==> src/rtl/axi_write_master.sv <==
// AXI4 write-side DMA engine: drains a first-word-fall-through FIFO and writes
// the requested byte count to memory as INCR bursts that never cross a 4 KB page.
module axi_write_master #(
  parameter int unsigned C_M_AXI_ADDR_WIDTH = 32,
  parameter int unsigned C_M_AXI_DATA_WIDTH = 32,
  parameter int unsigned C_MAX_BURST_LEN    = 16
) (
  input  logic                            clk,
  input  logic                            reset,
  input  logic                            i_start,
  input  logic [31:0]                     i_dst_addr,
  input  logic [31:0]                     i_total_len,
  output logic                            o_busy,
  output logic                            o_write_done,
  output logic                            o_write_error,
  input  logic                            i_fifo_empty,
  input  logic [C_M_AXI_DATA_WIDTH-1:0]   i_w_data,
  output logic                            o_fifo_pop,
  output logic [C_M_AXI_ADDR_WIDTH-1:0]   m_axi_awaddr,
  output logic [7:0]                      m_axi_awlen,
  output logic [2:0]                      m_axi_awsize,
  output logic [1:0]                      m_axi_awburst,
  output logic                            m_axi_awvalid,
  input  logic                            m_axi_awready,
  output logic [C_M_AXI_DATA_WIDTH-1:0]   m_axi_wdata,
  output logic [C_M_AXI_DATA_WIDTH/8-1:0] m_axi_wstrb,
  output logic                            m_axi_wlast,
  output logic                            m_axi_wvalid,
  input  logic                            m_axi_wready,
  input  logic [1:0]                      m_axi_bresp,
  input  logic                            m_axi_bvalid,
  output logic                            m_axi_bready
);

  localparam int unsigned BEATS_W = 30;
  localparam int unsigned BURST_W = 9;
  localparam int unsigned LEN_W   = 8;
  localparam int unsigned PAGE_W  = 13;
  localparam int unsigned ADDR_W  = C_M_AXI_ADDR_WIDTH;

  typedef enum logic [2:0] {
    S_IDLE,
    S_CALC,
    S_AW,
    S_W,
    S_B,
    S_DONE
  } state_t;

  state_t               state_q;
  state_t               state_d;

  logic [ADDR_W-1:0]    addr_q;
  logic [BEATS_W-1:0]   beats_left_q;
  logic [BURST_W-1:0]   burst_q;
  logic [LEN_W-1:0]     beat_cnt_q;

  logic [PAGE_W-1:0]    page_bytes_c;
  logic [BEATS_W-1:0]   page_beats_c;
  logic [BEATS_W-1:0]   burst_lim_c;
  logic [BURST_W-1:0]   burst_c;

  logic                 aw_hs_c;
  logic                 w_hs_c;
  logic                 b_hs_c;
  logic                 last_burst_c;
  logic [BEATS_W-1:0]   start_beats_c;

  logic                 awvalid_d;
  logic                 bready_d;
  logic                 busy_d;
  logic                 done_d;

  logic [1:0]           unused_len_lsb;

  assign unused_len_lsb = i_total_len[1:0];
  assign start_beats_c  = i_total_len[31:2];

  assign aw_hs_c      = m_axi_awvalid & m_axi_awready;
  assign w_hs_c       = m_axi_wvalid & m_axi_wready;
  assign b_hs_c       = m_axi_bvalid & m_axi_bready;
  assign last_burst_c = (beats_left_q == BEATS_W'(burst_q));

  // Burst size: bounded by remaining beats, max burst length and distance to the 4 KB page end
  always_comb begin
    page_bytes_c = PAGE_W'(4096) - PAGE_W'(addr_q[11:0]);
    page_beats_c = BEATS_W'(page_bytes_c >> 2);
    burst_lim_c  = beats_left_q;
    if (burst_lim_c > BEATS_W'(C_MAX_BURST_LEN)) begin
      burst_lim_c = BEATS_W'(C_MAX_BURST_LEN);
    end
    if (burst_lim_c > page_beats_c) begin
      burst_lim_c = page_beats_c;
    end
    burst_c = BURST_W'(burst_lim_c);
  end

  // State register
  always_ff @(posedge clk) begin
    if (reset) begin
      state_q <= S_IDLE;
    end else begin
      state_q <= state_d;
    end
  end

  // Next-state logic
  always_comb begin
    state_d = state_q;
    case (state_q)
      S_IDLE: begin
        if (i_start) begin
          state_d = (start_beats_c == '0) ? S_DONE : S_CALC;
        end
      end
      S_CALC: state_d = S_AW;
      S_AW: begin
        if (aw_hs_c) begin
          state_d = S_W;
        end
      end
      S_W: begin
        if (w_hs_c && m_axi_wlast) begin
          state_d = S_B;
        end
      end
      S_B: begin
        if (b_hs_c) begin
          state_d = last_burst_c ? S_DONE : S_CALC;
        end
      end
      S_DONE:  state_d = S_IDLE;
      default: state_d = S_IDLE;
    endcase
  end

  // Output decode: next values of the registered handshake/status outputs
  always_comb begin
    awvalid_d = 1'b0;
    bready_d  = 1'b0;
    busy_d    = 1'b0;
    done_d    = 1'b0;
    case (state_q)
      S_AW:    awvalid_d = ~aw_hs_c;
      S_B:     bready_d  = ~b_hs_c;
      S_DONE:  done_d    = 1'b1;
      default: ;
    endcase
    case (state_d)
      S_CALC, S_AW, S_W, S_B: busy_d = 1'b1;
      default:                busy_d = 1'b0;
    endcase
  end

  // Registered outputs
  always_ff @(posedge clk) begin
    if (reset) begin
      m_axi_awvalid <= 1'b0;
      m_axi_bready  <= 1'b0;
      o_busy        <= 1'b0;
      o_write_done  <= 1'b0;
    end else begin
      m_axi_awvalid <= awvalid_d;
      m_axi_bready  <= bready_d;
      o_busy        <= busy_d;
      o_write_done  <= done_d;
    end
  end

  // Transfer datapath: address, remaining beats, burst bookkeeping, sticky error
  always_ff @(posedge clk) begin
    if (reset) begin
      addr_q        <= '0;
      beats_left_q  <= '0;
      burst_q       <= '0;
      beat_cnt_q    <= '0;
      m_axi_awaddr  <= '0;
      m_axi_awlen   <= '0;
      o_write_error <= 1'b0;
    end else begin
      case (state_q)
        S_IDLE: begin
          if (i_start) begin
            addr_q        <= ADDR_W'(i_dst_addr);
            beats_left_q  <= start_beats_c;
            o_write_error <= 1'b0;
          end
        end
        S_CALC: begin
          burst_q      <= burst_c;
          m_axi_awaddr <= addr_q;
          m_axi_awlen  <= LEN_W'(burst_c - BURST_W'(1));
          beat_cnt_q   <= '0;
        end
        S_W: begin
          if (w_hs_c) begin
            beat_cnt_q <= beat_cnt_q + LEN_W'(1);
          end
        end
        S_B: begin
          if (b_hs_c) begin
            if (m_axi_bresp != 2'b00) begin
              o_write_error <= 1'b1;
            end
            addr_q       <= addr_q + ADDR_W'({burst_q, 2'b00});
            beats_left_q <= beats_left_q - BEATS_W'(burst_q);
          end
        end
        default: ;
      endcase
    end
  end

  // W channel follows the FIFO head directly; the FWFT FIFO holds data until popped
  assign m_axi_wvalid  = (state_q == S_W) & ~i_fifo_empty;
  assign m_axi_wlast   = (state_q == S_W) & (beat_cnt_q == m_axi_awlen);
  assign m_axi_wdata   = i_w_data;
  assign o_fifo_pop    = w_hs_c;

  assign m_axi_awsize  = 3'b010;
  assign m_axi_awburst = 2'b01;
  assign m_axi_wstrb   = {(C_M_AXI_DATA_WIDTH/8){1'b1}};

endmodule

==> config.mk <==
export PLATFORM = sky130hd
export DESIGN_NAME = axi_write_master
export DESIGN_NICKNAME = d
export VERILOG_FILES = /design/src/rtl/axi_write_master.sv
export SDC_FILE = /design/constraint.sdc
export NUM_CORES = 1
export LEC_CHECK = 0
export CAP_MARGIN = 10
export CORE_UTILIZATION = 40
export CTS_CLUSTER_DIAMETER = 30
export DETAILED_ROUTE_END_ITERATION = 8
export PLACE_DENSITY_LB_ADDON = 0.05
export SETUP_SLACK_MARGIN = 0.5
export SLEW_MARGIN = 20
export SYNTH_ARGS = -nofsm -noshare
export SYNTH_HDL_FRONTEND = slang
export SYNTH_SLANG_ARGS = --single-unit
==> constraint.sdc <==
create_clock -name clk -period 12.25 [get_ports clk]
set_clock_uncertainty 0.15 [all_clocks]
set_input_delay 1.8375 -clock clk [delete_from_list [all_inputs] [get_ports clk]]
set_output_delay 1.8375 -clock clk [all_outputs]
set_load 0.02 [all_outputs]
==> results.yml <==
status:
  status: "finished, final reports clean"
run:
  cap_violations: 0
clocking:
  tritoncts_clock_tree: "built"
  cts_inserted_buffers: 17
  clkLatencyLatePin_ns: 0.42
  post_cts_resize_count: 0
  cts_num_sinks: 127
  cts_htree_levels: 4
  post_cts.repair.setup_buffers: 0
  postCtsHoldBufs: 0
  clkTransAtPathRegs_ns: 0.06
  maximum_clock_path_buffer_count: 2
  root_buffer: "sky130_fd_sc_hd__clkbuf_16"
yosys:
  synthDistinctLibCells: 80
  fraction_of_the_yosys_area_taken_by_sequential_cells: 0.322
  ys.warnings.count: 0
  synth.ff_latch_count: 127
  synth_top_area_frac: 0.322
  post_synth_instance_area_um2: 7900
  synth_largest_area_cell: "sky130_fd_sc_hd__dfxtp_1"
  ys.flop_type: "sky130_fd_sc_hd__dfxtp_1"
  synth_most_common_cell: "sky130_fd_sc_hd__nand2_1"
  synth.top_cells.by_area: "sky130_fd_sc_hd__dfxtp_1, sky130_fd_sc_hd__nand2_1, sky130_fd_sc_hd__a21oi_1"
  syn-mean-instance-area_um2: 7.59
  gate_count_of_the_mapped_netlist: 1040
  asyncSetResetFlopFracSynth: 0
  number_of_enable_type_register_cells_in_the_synthesized_netlist: 0
  commonest_cells_in_the_synthesized_netlist: "sky130_fd_sc_hd__nand2_1, sky130_fd_sc_hd__dfxtp_1, sky130_fd_sc_hd__nor2_1"
critical_path:
  crit_path_top_delay_cell: "sky130_fd_sc_hd__clkdlybuf4s50_1"
  critPathTopFamily: "buffers and inverters"
  critical_path.most_common_cell: "sky130_fd_sc_hd__clkdlybuf4s50_1"
  timing.critical_path.arrival_ns: 3.49
  critical_path_class: "in -> out"
  critical_path_required_ns: 10.26
  worst-r2r-setup-slack_ns: 7.09
  crit_path_start: "i_fifo_empty"
  crit_path_depth: 5
  critPathMaxFanout: 5
  critical_path_end_type: "primary output"
  crit-reg2reg-launch: "addr_q[2]"
  critical-path-max-stage-delay_ns: 0.60
  cell_chain_critical_path: "clkdlybuf4s50_1 > nor4bb_1 > nand2_1 > inv_1 > clkdlybuf4s50_1"
  reg2regPathDepth: 16
  start_kind: "input pin"
  crit_end: "o_fifo_pop"
  critical_path.n_buffers_inverters: 3
  r2r-end: "m_axi_awlen[6]"
sta:
  maxClockFrequency_ghz: 0.183
  totalNegativeSetupSlack_ns: 0
  finalCritPeriodShare: 0.447
  timing.final.max_slew_violations: 0
  final_period_minus_worst_setup_slack_ns: 5.48
  worst_slew_margin_rel: 0.300
  finalHoldViolations: 0
  setup-violations-final: 0
  tightestPinTransition_ns: 1.04
  grt_setup_unrepaired: "false"
floorplan:
  floorplan.die.height_um: 143
  placementRows: 51
  core_area_um2: 19400
  die_w_um: 143
  starting_density: 0.407
  die-area_um2: 20300
  io_pins: 194
placement:
  routabilityCongestion: 0.837
  place_area_um2: 8980
  io_buffers: 118
  place.detailed.hpwl_mm: 16.9
min_path:
  hold_path_class: "reg -> reg"
layout:
  flow.area_growth_from_synthesis_pct: 21.6
  final_cell_area_um2: 9600
  n_antenna_cell: 0
  drive_above_1_share: 0.0670
  nets_final: 1230
power_and_ir_drop:
  power_density_nw_per_um2: 139
  power_mw: 1.33
  max-vdd-ir-drop_uv: 98.5
  power.static_leakage_nw: 3.48
drt:
  drc_errors: 0
  detailroute.via_count: 7710
  wl_per_cell_um: 17.7
  drt.antenna.violating_nets: 0
  detail_route.first_pass.iterations: 5
  post_drt_via_cell_ratio: 5.63
  drtIter0Drc: 473
  wl_mm: 24.3
grt:
  via_count_of_the_first_global_routing_pass: 7246
  grt_start_max_net_pins: 66
  grt_pass1_wl_mm: 38.8
  grt_use_total: 0.246
  grt-ovfl-total: 0
  antenna_found_initial: 0
==> per-layer routing <==
metal,up-vias,GRT usage,routed length (µm)
met5,-,0,0
met4,0,0.0685,261
met3,23,0.0373,1210
met2,247,0.399,11100
met1,3620,0.336,11700
li1,3820,-,-
==> registers in the layout (all words and copies together), names as in the netlist <==
name           flops
burst_q            9
m_axi_bready       1
o_write_done       1
m_axi_awlen        8
beat_cnt_q         8
beats_left_q      30
o_busy             1
state_q            3
m_axi_awvalid      1
o_write_error      1
addr_q            32
m_axi_awaddr      32
==> stage by stage <==
stage / setup slack [ns] / cells / hold slack [ns] / utilization
2_1_floorplan: 7.20 / 1053 / 0.290 / -
3_3_place_gp: 6.79 / 1338 / 0.293 / 0.463
3_5_place_dp: 6.77 / 1338 / 0.297 / 0.463
4_1_cts: 6.76 / 1370 / 0.306 / 0.495
5_1_grt: 6.65 / 1370 / 0.321 / 0.495
6_report: 6.77 / 1370 / 0.303 / 0.495
==> worst min-delay path by stage <==
stage                           from               end  cells after the start
floorplan                 addr_q[17]  m_axi_awaddr[17]                      2
global placement     m_axi_awaddr[0]   m_axi_awaddr[0]                      2
detailed placement  m_axi_awaddr[30]  m_axi_awaddr[30]                      2
CTS                 m_axi_awaddr[30]  m_axi_awaddr[30]                      2
global route        m_axi_awaddr[14]  m_axi_awaddr[14]                      2
finish              m_axi_awaddr[17]  m_axi_awaddr[17]                      2
==> layout by cell type, fill, tap and decap left out, drive strengths merged, types with 9 or more instances in the layout <==
master         Yosys  routed
a211oi            18      18
a21oi             78      78
a311oi             9       9
a31oi             24      24
and3              13      13
buf               52      12
clkbuf            57      17
clkdlybuf4s50      0     117
conb               2      15
dfxtp            127     127
ha                31      31
inv               27      34
nand2            158     158
nand3             36      36
nand4             15      15
nor2              96      96
nor3              31      31
nor4              29      29
o21a              10      10
o21ai             44      44
or3               12      12
or4               13      13
xnor2             15      15
xor2              14      14
==> area by class of cell <==
| cell class | instances | area [µm²] |
|---|---|---|
| Clock buffer | 17 | 425 |
| Clock inverter | 15 | 198 |
| Fill cell | 1978 | 9800 |
| Inverter | 27 | 101 |
| Multi-Input combinational cell | 790 | 4740 |
| Sequential cell | 127 | 2540 |
| Tap cell | 265 | 332 |
| Timing Repair Buffer | 129 | 1260 |
==> worst min-delay path: cells and delay by family (launching register included) <==
family	cells	cell delay, ns
compound gates	1	0.05
simple gates	1	0.05
flops	1	0.31
==> power by group <==
part | leakage, nW | switching (mW) | internal, mW
registers | 1.04 | 0.0346 | 0.440
logic | 2.14 | 0.187 | 0.132
clock network | 0.299 | 0.214 | 0.327
total | 3.48 | 0.436 | 0.899
==> cells by family after synthesis <==
logic type / after synthesis / synth area share
AOI/OAI and AO/OA: 256 / 0.214
xor gates and xnor gates: 29 / 0.0322
adders and majority gates: 33 / 0.0542
buffers and inverters: 136 / 0.0862
DFF: 127 / 0.322
muxes: 11 / 0.0147
other: 2 / 0.000951
and+or+nand+nor: 446 / 0.276
Power figures use the tool's default switching activity.
